## src/rtl/sram_mem_ctrl.sv

```systemverilog
// sram_mem_ctrl: single-outstanding load/store front end for a 128 x 32-bit
// byte-addressable SRAM. Accepts one request at a time, strobes the SRAM for a
// fixed number of cycles, aligns/extends load data and returns one response.
// Ports:
//   clk, reset (sync, active low)
//   req_valid/req_ready/req_write/req_addr/req_size/req_unsigned/req_wdata
//   resp_valid/resp_ready/resp_rdata/resp_err
//   SRAM side: addr_sel, byte_sel, read_enable, write_enable, datain, dataout
module sram_mem_ctrl #(
  parameter int READ_LAT  = 2,
  parameter int WRITE_LAT = 2
) (
  input  logic        clk,
  input  logic        reset,
  input  logic        req_valid,
  output logic        req_ready,
  input  logic        req_write,
  input  logic [8:0]  req_addr,
  input  logic [1:0]  req_size,
  input  logic        req_unsigned,
  input  logic [31:0] req_wdata,
  output logic        resp_valid,
  input  logic        resp_ready,
  output logic [31:0] resp_rdata,
  output logic        resp_err,
  output logic [6:0]  addr_sel,
  output logic [3:0]  byte_sel,
  output logic        read_enable,
  output logic        write_enable,
  output logic [31:0] datain,
  input  logic [31:0] dataout
);
  localparam int MAX_LAT = (READ_LAT > WRITE_LAT) ? READ_LAT : WRITE_LAT;
  localparam int CNT_W   = $clog2(MAX_LAT + 2);
  localparam logic [CNT_W-1:0] RD_LAT_C  = CNT_W'(READ_LAT);
  localparam logic [CNT_W-1:0] WR_LAST_C = CNT_W'(WRITE_LAT - 1);

  typedef enum logic [1:0] {IDLE, READ, WRITE, RESP} state_e;

  state_e            state_q, state_d;
  logic [CNT_W-1:0]  cnt_q, cnt_d;
  logic [8:0]        addr_q, addr_d;
  logic [1:0]        size_q, size_d;
  logic              uns_q, uns_d;
  logic [31:0]       wdata_q, wdata_d;
  logic [6:0]        addr_sel_q, addr_sel_d;
  logic [31:0]       rdata_q, rdata_d;
  logic              err_q, err_d;
  logic              bad_req;
  logic              rd_en, wr_en;
  logic [31:0]       ld_ext;
  logic [7:0]        ld_b;
  logic [15:0]       ld_h;

  assign bad_req = (req_size == 2'b11) ||
                   (req_size == 2'b01 && req_addr[0]) ||
                   (req_size == 2'b10 && req_addr[1:0] != 2'b00);

  // Strobes are decoded from registered state, so a reset edge drops them
  // in the very next cycle. The counter stays below the latency while strobing.
  assign rd_en = (state_q == READ)  && (cnt_q < RD_LAT_C);
  assign wr_en = (state_q == WRITE) && (cnt_q <= WR_LAST_C);

  assign req_ready    = (state_q == IDLE);
  assign resp_valid   = (state_q == RESP);
  assign resp_rdata   = rdata_q;
  assign resp_err     = err_q;
  assign addr_sel     = addr_sel_q;
  assign read_enable  = rd_en;
  assign write_enable = wr_en;

  always_comb begin
    byte_sel = 4'b0000;
    datain   = 32'h0;
    if (rd_en || wr_en) begin
      unique case (size_q)
        2'b00:   begin
                   byte_sel = 4'b0001 << addr_q[1:0];
                   datain   = {4{wdata_q[7:0]}};
                 end
        2'b01:   begin
                   byte_sel = addr_q[1] ? 4'b1100 : 4'b0011;
                   datain   = {2{wdata_q[15:0]}};
                 end
        default: begin
                   byte_sel = 4'b1111;
                   datain   = wdata_q;
                 end
      endcase
    end
  end

  // Little-endian lane select, then sign/zero extension.
  always_comb begin
    ld_b   = dataout[{addr_q[1:0], 3'b000} +: 8];
    ld_h   = dataout[{addr_q[1], 4'b0000} +: 16];
    ld_ext = dataout;
    unique case (size_q)
      2'b00:   ld_ext = {{24{~uns_q & ld_b[7]}}, ld_b};
      2'b01:   ld_ext = {{16{~uns_q & ld_h[15]}}, ld_h};
      default: ld_ext = dataout;
    endcase
  end

  always_comb begin
    state_d    = state_q;
    cnt_d      = cnt_q;
    addr_d     = addr_q;
    size_d     = size_q;
    uns_d      = uns_q;
    wdata_d    = wdata_q;
    addr_sel_d = addr_sel_q;
    rdata_d    = rdata_q;
    err_d      = err_q;
    unique case (state_q)
      IDLE: if (req_valid) begin
        addr_d  = req_addr;
        size_d  = req_size;
        uns_d   = req_unsigned;
        wdata_d = req_wdata;
        cnt_d   = '0;
        rdata_d = 32'h0;
        err_d   = 1'b0;
        if (bad_req) begin
          err_d   = 1'b1;
          state_d = RESP;
        end else begin
          addr_sel_d = req_addr[8:2];
          state_d    = req_write ? WRITE : READ;
        end
      end
      READ: begin
        cnt_d = cnt_q + 1'b1;
        // Last cycle has strobe low; SRAM output is valid now.
        if (cnt_q == RD_LAT_C) begin
          rdata_d    = ld_ext;
          addr_sel_d = 7'h0;
          cnt_d      = '0;
          state_d    = RESP;
        end
      end
      WRITE: begin
        cnt_d = cnt_q + 1'b1;
        if (cnt_q == WR_LAST_C) begin
          addr_sel_d = 7'h0;
          cnt_d      = '0;
          state_d    = RESP;
        end
      end
      RESP: if (resp_ready) begin
        rdata_d = 32'h0;
        err_d   = 1'b0;
        state_d = IDLE;
      end
      default: state_d = IDLE;
    endcase
  end

  always_ff @(posedge clk) begin
    if (!reset) begin
      state_q    <= IDLE;
      cnt_q      <= '0;
      addr_q     <= 9'h0;
      size_q     <= 2'b00;
      uns_q      <= 1'b0;
      wdata_q    <= 32'h0;
      addr_sel_q <= 7'h0;
      rdata_q    <= 32'h0;
      err_q      <= 1'b0;
    end else begin
      state_q    <= state_d;
      cnt_q      <= cnt_d;
      addr_q     <= addr_d;
      size_q     <= size_d;
      uns_q      <= uns_d;
      wdata_q    <= wdata_d;
      addr_sel_q <= addr_sel_d;
      rdata_q    <= rdata_d;
      err_q      <= err_d;
    end
  end
endmodule
```

## config.mk

```make
export PLATFORM = sky130hd
export DESIGN_NAME = sram_mem_ctrl
export DESIGN_NICKNAME = d
export VERILOG_FILES = /design/src/rtl/sram_mem_ctrl.sv
export SDC_FILE = /design/constraint.sdc
export NUM_CORES = 1
export LEC_CHECK = 0
export ABC_CLOCK_PERIOD_IN_PS = 4150
export CAP_MARGIN = 0
export CORE_ASPECT_RATIO = 0.6
export CORE_MARGIN = 4
export CORE_UTILIZATION = 40
export DETAILED_ROUTE_END_ITERATION = 7
export PLACE_DENSITY = 0.73
export SYNTH_ARGS = -nofsm -noshare
export SYNTH_HDL_FRONTEND = slang
export SYNTH_SLANG_ARGS = --single-unit
```

## constraint.sdc

```tcl
create_clock -name clk -period 4.15 [get_ports clk]
set_input_delay 0.83 -clock clk [delete_from_list [all_inputs] [get_ports clk]]
set_output_delay 0.83 -clock clk [all_outputs]
set_load 0.05 [all_outputs]
```

Yosys cells after proc, flatten, opt, wreduce, memory -nomap -nowiden --
Index checks and enable logic that the tools add are counted.
Cells by class: add/sub/neg operators 1, order comparisons 2, equality and inequality tests 14, shift operators 3, muxes and demuxes 30, bitwise logic cells 3, reduce and logical (&&, ||, !) cells 19
Operators by type and width (number):
- $mux 32 | 4
- $pmux 32 s2 | 2
- $pmux 32 s3 | 1
- $shiftx 32x6->16 | 1
- $shiftx 32x6->8 | 1
- $mux 7 | 4
- $pmux 7 s3 | 1
- $mux 2 | 9
- $eq 2x2->1 const B | 5
- $eq 2x1->1 const B | 4
- $mux 4 | 2
- $pmux 2 s4 | 1
- $pmux 4 s2 | 1
- $reduce_and 4->1 | 2
- $ne 2x1->1 const B | 3
- $pmux 2 s3 | 1
- $reduce_bool 3->1 | 2
- $reduce_and 5->1 | 1
- $logic_and 1x1->1 | 4
- $logic_not 2->1 | 2
- $ne 2x2->1 const B | 2
- $reduce_and 2->1 | 2
- $reduce_bool 2->1 | 2
- $shl 1x2->4 const A | 1
- other kinds (9) | 14
Storage, ports and cells: register bits after elaboration 81, input port bits 81, output and inout bits 80

Longest topological paths before layout --
depth in word-level cells 7, gate-level depth with buffers 9, mapped depth without buffers 6

Worst setup path before layout --
Ideal clock, no wire load.
kind flip-flop to output port, start reg state_q[0], end out datain[15], arrival time 2.963 ns, required time 3.320 ns, path slack 0.357 ns, stages on the path, launching flop included 8, path buffers 2, path through dfxtp_1 -> inv_1 -> ha_1 -> clkbuf_1 -> nor2b_1 -> nor2_1 -> clkbuf_1 -> a21oi_1
On the way: longest elaborated chain between the ends 4, elaborated cells between the ends (all ways) 6, those cells by class eq/ne: 2; mux: 1; reduce/logical: 3
RTL lines:
- start: declaration | line 40 | state_e state_q, state_d;
- start signal: assignment | line 171 | state_q <= state_d;
- $eq 2x2->1 | line 62 | assign wr_en = (state_q == WRITE) && (cnt_q <= WR_LAST_C);
- $logic_and 1x1->1 | line 62
- via write_enable | line 29 | output logic write_enable,
- $logic_or 1x1->1 | line 75 | if (rd_en || wr_en) begin
- $mux 32 | line 75
- end: declaration | line 30 | output logic [31:0] datain,
The timed path passes the listed nets, and every way through them passes these cells.

Worst setup path in the final report --
start reg state_q[1], end out datain[30]
On the way: longest elaborated chain between the ends 4, elaborated cells between the ends (all ways) 6, those cells by class eq/ne: 2; mux: 1; reduce/logical: 3
RTL lines (line):
- $eq 2x1->1 or $eq 2x2->1 (tied branches) | 61, 62
- $logic_and 1x1->1 (on tied branches) | 61, 62
- $logic_or 1x1->1 * | 75
- $mux 32 * | 75
Every way passes the cells marked *; elsewhere a longest branch is shown, timed or not.

==> impl_metrics.prom <==
# TYPE chip_impl_metric gauge
chip_impl_info{name="run_status",value="complete, no violations"} 1
chip_impl_metric{name="drive_above_1_share",unit="%"} 6.917
chip_impl_metric{name="cts_made_buffers",unit=""} 9
chip_impl_metric{name="power.density_cell_area",unit="mW/mm^2"} 540.2
chip_impl_metric{name="detail_route.wirelength",unit="um"} 14470
chip_impl_metric{name="cts.repair_timing.setup_buffer_count",unit=""} 0
chip_impl_metric{name="pre_cts_ws",unit="ns"} 0.8979
chip_impl_info{name="synth_area_leader_cell",value="sky130_fd_sc_hd__dfxtp_1"} 1
chip_impl_metric{name="clock_power_share",unit="%"} 25.0
chip_impl_metric{name="finalCritPeriodShare",unit="%"} 88.06
chip_impl_metric{name="setup_viol_count_final",unit=""} 0
chip_impl_metric{name="worst_path_setup_slack_after_routing",unit="ns"} 0.4956
chip_impl_metric{name="ctsHtreeMaxLevel",unit=""} 3
chip_impl_metric{name="postSynthRegisterBits",unit=""} 81
chip_impl_metric{name="initial_utilization",unit="%"} 40.95
chip_impl_metric{name="synth_fp_nets",unit=""} 605
chip_impl_metric{name="placed_cells_incl_taps",unit=""} 789
chip_impl_metric{name="power.internal",unit="mW"} 1.959
chip_impl_metric{name="post_drt_wl_per_cell",unit="um"} 17.99
chip_impl_metric{name="cts.repair.resized",unit=""} 0
chip_impl_metric{name="clock-skew-final",unit="ns"} 0.007547
chip_impl_metric{name="maxSlewHeadroom",unit="%"} 17.15
chip_impl_metric{name="worst-slew-pin-transition",unit="ns"} 1.240
chip_impl_metric{name="postSynthAreaPerCell",unit="sq um"} 8.303
chip_impl_metric{name="fill_cells",unit=""} 917
chip_impl_metric{name="min_delay_path_depth",unit=""} 1
chip_impl_metric{name="ioPinCount",unit=""} 161
chip_impl_metric{name="finalNetCount",unit=""} 747
chip_impl_metric{name="synthArstFlopShare",unit="%"} 0
chip_impl_info{name="whs_endpoint",value="resp_rdata[7]"} 1
chip_impl_metric{name="die_span_in_y",unit="um"} 88.40
chip_impl_metric{name="cts.reportedPaths.clkPinSlew",unit="ns"} 0.06
chip_impl_info{name="clockRootBuffer",value="sky130_fd_sc_hd__clkbuf_16"} 1
chip_impl_info{name="rr_startpoint",value="state_q[0]"} 1
chip_impl_info{name="synth_area_leaders",value="sky130_fd_sc_hd__dfxtp_1 (38%), sky130_fd_sc_hd__nand2_1 (8.6%), sky130_fd_sc_hd__a21boi_0 (7.0%), sky130_fd_sc_hd__mux2i_1 (5.8%), sky130_fd_sc_hd__nor2_1 (4.6%)"} 1
chip_impl_info{name="hold_start",value="resp_rdata[7]"} 1
chip_impl_metric{name="seq_area_frac_synth",unit="%"} 37.63
chip_impl_metric{name="timing.critical_path.arrival",unit="ns"} 2.82
chip_impl_metric{name="report.final.slew_viol_count",unit=""} 0
chip_impl_info{name="cts_tree",value="yes"} 1
chip_impl_metric{name="number_of_antenna_violations_at_the_first_check_in_global_routing",unit=""} 1
chip_impl_metric{name="p_comb_share",unit="%"} 45.7
chip_impl_metric{name="grt_first_pass_wirelength",unit="um"} 22650
chip_impl_metric{name="power_switching",unit="mW"} 1.444
chip_impl_metric{name="drt_iter0_drc",unit=""} 353
chip_impl_metric{name="placement_rows",unit=""} 29
chip_impl_metric{name="final_total_pwr",unit="mW"} 3.403
chip_impl_metric{name="fmax",unit="MHz"} 273.6
chip_impl_metric{name="edff_count_synth",unit=""} 0
chip_impl_metric{name="area_growth_syn_to_layout",unit="%"} 46.20
chip_impl_metric{name="cts_hold_buf",unit=""} 0
chip_impl_metric{name="place_congestion",unit=""} 0.8840
chip_impl_metric{name="post_route_hold_slack",unit="ns"} 0.4608
chip_impl_metric{name="detailedRoute.firstPassIterationCount",unit=""} 5
chip_impl_metric{name="synth_warnings",unit=""} 0
chip_impl_metric{name="netlist_area",unit="sq mm"} 0.004309
chip_impl_metric{name="hold_violations",unit=""} 0
chip_impl_metric{name="timing.reg2reg.setup_slack",unit="ns"} 1.82
chip_impl_info{name="unrepaired_setup_endpoints_after_global_routing",value="no"} 1
chip_impl_metric{name="grt_start_max_net_pins",unit=""} 58
chip_impl_metric{name="netSwitchingFraction",unit="%"} 42.43
chip_impl_metric{name="crit_fanout",unit=""} 36
chip_impl_metric{name="detail_route.drc_violations",unit=""} 0
chip_impl_metric{name="dieWidth",unit="um"} 142.0
chip_impl_metric{name="register_area",unit="sq mm"} 0.001623
chip_impl_metric{name="clk_path_buf_depth",unit=""} 2
chip_impl_metric{name="port_buffers",unit=""} 160
chip_impl_metric{name="antenna_violating_nets_post_route",unit=""} 0
chip_impl_metric{name="routed-via-count",unit=""} 4262
chip_impl_info{name="worstSetupEndpointType",value="primary output"} 1
chip_impl_metric{name="ff2ff_path_depth",unit=""} 7
chip_impl_metric{name="worst_ir_drop_vdd",unit="mV"} 0.2356
chip_impl_info{name="timing.setup.critical_path_class",value="reg2out"} 1
chip_impl_metric{name="post_drt_via_cell_ratio",unit=""} 5.301
chip_impl_metric{name="dp_hpwl",unit="um"} 10760
chip_impl_info{name="crit-reg2reg-capture",value="resp_rdata[21]"} 1
chip_impl_metric{name="yosysTopAreaCellShare",unit="%"} 37.63
chip_impl_metric{name="gr-total-overflow",unit=""} 0
chip_impl_info{name="worstHoldPathType",value="reg2reg"} 1
chip_impl_metric{name="cp_data_required_time",unit="ns"} 3.32
chip_impl_metric{name="groute.usage.overall",unit="%"} 23.19
chip_impl_metric{name="post_synth_num_cell_types",unit=""} 49
chip_impl_metric{name="number_of_clock_sinks",unit=""} 81
chip_impl_metric{name="clock_insertion_delay_at_the_later_pin_of_the_skew_report",unit="ns"} 0.34
chip_impl_metric{name="fp.coreArea",unit="sq mm"} 0.01052
chip_impl_metric{name="finalNonFillerCells",unit=""} 804
chip_impl_metric{name="n_antenna_cell",unit=""} 0
chip_impl_metric{name="share_seq_of_total_power",unit="%"} 29.3
chip_impl_metric{name="drv_cap",unit=""} 0
chip_impl_metric{name="finalSetupTns",unit="ns"} 0
chip_impl_metric{name="postSynthCellCount",unit=""} 519
chip_impl_info{name="cp-start-kind",value="flop"} 1
chip_impl_metric{name="number_of_global_route_vias_before_repair",unit=""} 4161
chip_impl_info{name="ys_dominant_reg_cell",value="sky130_fd_sc_hd__dfxtp_1"} 1
chip_impl_metric{name="multi_input_area",unit="sq mm"} 0.002495
chip_impl_metric{name="total_leakage_power",unit="nW"} 2.208
chip_impl_metric{name="timing.final.crit_period",unit="ns"} 3.654
chip_impl_metric{name="die-area",unit="sq mm"} 0.01255
==> routing by layer <==
layer  vias to the layer above  track usage [%]  wire length, um
met5                         -                0               14
met4                         2            5.749              162
met3                        16            7.937             1266
met2                       159            32.39             5772
met1                      1997            34.00             7249
li1                       2088                -                -
==> cell usage after synthesis (all sizes together) (2+ instances only) <==
master / n
mux2i: 25
nor3b: 3
o2bb2ai: 32
nor3: 2
a21oi: 32
a221oi: 7
buf: 12
nand3b: 14
clkbuf: 28
a21boi: 40
nor2b: 23
a21o: 8
dfxtp: 81
a211o: 7
inv: 4
ha: 5
a211oi: 3
o21ai: 15
nand2: 99
nand2b: 3
nor2: 53
or2: 3
nor4: 3
o311ai: 2
==> cell type report <==
class                           count  share of cell area, %
Tap cell                          139                  2.761
Multi-Input combinational cell    393                  39.60
Timing Repair Buffer              171                  26.65
Sequential cell                    81                  25.76
Inverter                            5                 0.2979
Clock buffer                       10                  3.635
Clock inverter                      5                  1.291
==> logic make-up after synthesis <==
logic type / count (synthesis) / share of synthesized area, %
muxes: 26 / 6.330
adders and majority gates: 5 / 1.452
and+or+nand+nor: 212 / 23.29
AOI/OAI and AO/OA: 150 / 26.71
buffers and inverters: 45 / 4.587
DFF: 81 / 37.63
==> cell usage in the layout, fill, tap and decap left out, types with 8 or more instances in the layout <==
cell type	instances
sky130_fd_sc_hd__nor2b_1	21
sky130_fd_sc_hd__clkdlybuf4s50_1	159
sky130_fd_sc_hd__clkbuf_16	9
sky130_fd_sc_hd__o21ai_0	15
sky130_fd_sc_hd__a21oi_1	32
sky130_fd_sc_hd__nor2_1	52
sky130_fd_sc_hd__a21o_1	8
sky130_fd_sc_hd__nand2_1	99
sky130_fd_sc_hd__buf_4	11
sky130_fd_sc_hd__nand3b_1	14
sky130_fd_sc_hd__a21boi_0	40
sky130_fd_sc_hd__o2bb2ai_2	10
sky130_fd_sc_hd__o2bb2ai_1	22
sky130_fd_sc_hd__mux2i_1	25
sky130_fd_sc_hd__dfxtp_1	80
==> power groups by stage <==
stage | sequential (mW) | clock [mW] | combinational (mW)
floorplan | 1.06 | 0 | 1.00
global placement | 1.00 | 0 | 1.53
detailed placement | 1.01 | 0 | 1.55
CTS | 0.994 | 0.865 | 1.55
global route | 1.01 | 0.893 | 1.67
finish | 0.998 | 0.851 | 1.55
==> worst max-delay path: stages (launching register included) <==
cell,delay [ns]
sky130_fd_sc_hd__dfxtp_1,0.35
sky130_fd_sc_hd__inv_1,0.12
sky130_fd_sc_hd__ha_1,0.24
sky130_fd_sc_hd__nor2b_1,0.39
sky130_fd_sc_hd__nor2_2,0.07
sky130_fd_sc_hd__buf_4,0.25
sky130_fd_sc_hd__nor2_1,0.21
sky130_fd_sc_hd__clkdlybuf4s50_1,0.83
==> through the flow <==
| stage | utilization [%] | instance area, sq um |
|---|---|---|
| floorplan | - | 4309 |
| global placement | 56.92 | 5989 |
| detailed placement | 56.92 | 5989 |
| CTS | 59.87 | 6300 |
| global route | 59.87 | 6300 |
| finish | 59.87 | 6300 |
==> sequential cells by signal (all words and copies together), names as in the netlist <==
signal / count
addr_q: 2
addr_sel: 7
cnt_q: 2
resp_err: 1
resp_rdata: 32
size_q: 2
state_q: 2
uns_q: 1
wdata_q: 32
==> how the worst max path moves through the flow <==
stage,start,end,cells past startpoint
after CTS,state_q[1],datain[7],7
after global routing,state_q[1],datain[5],7
after global placement,state_q[1],datain[7],7
after detailed placement,state_q[1],datain[7],7
after floorplan,state_q[0],datain[15],7
final,state_q[1],datain[30],7
No activity file was read; power rests on OpenSTA's default activity.
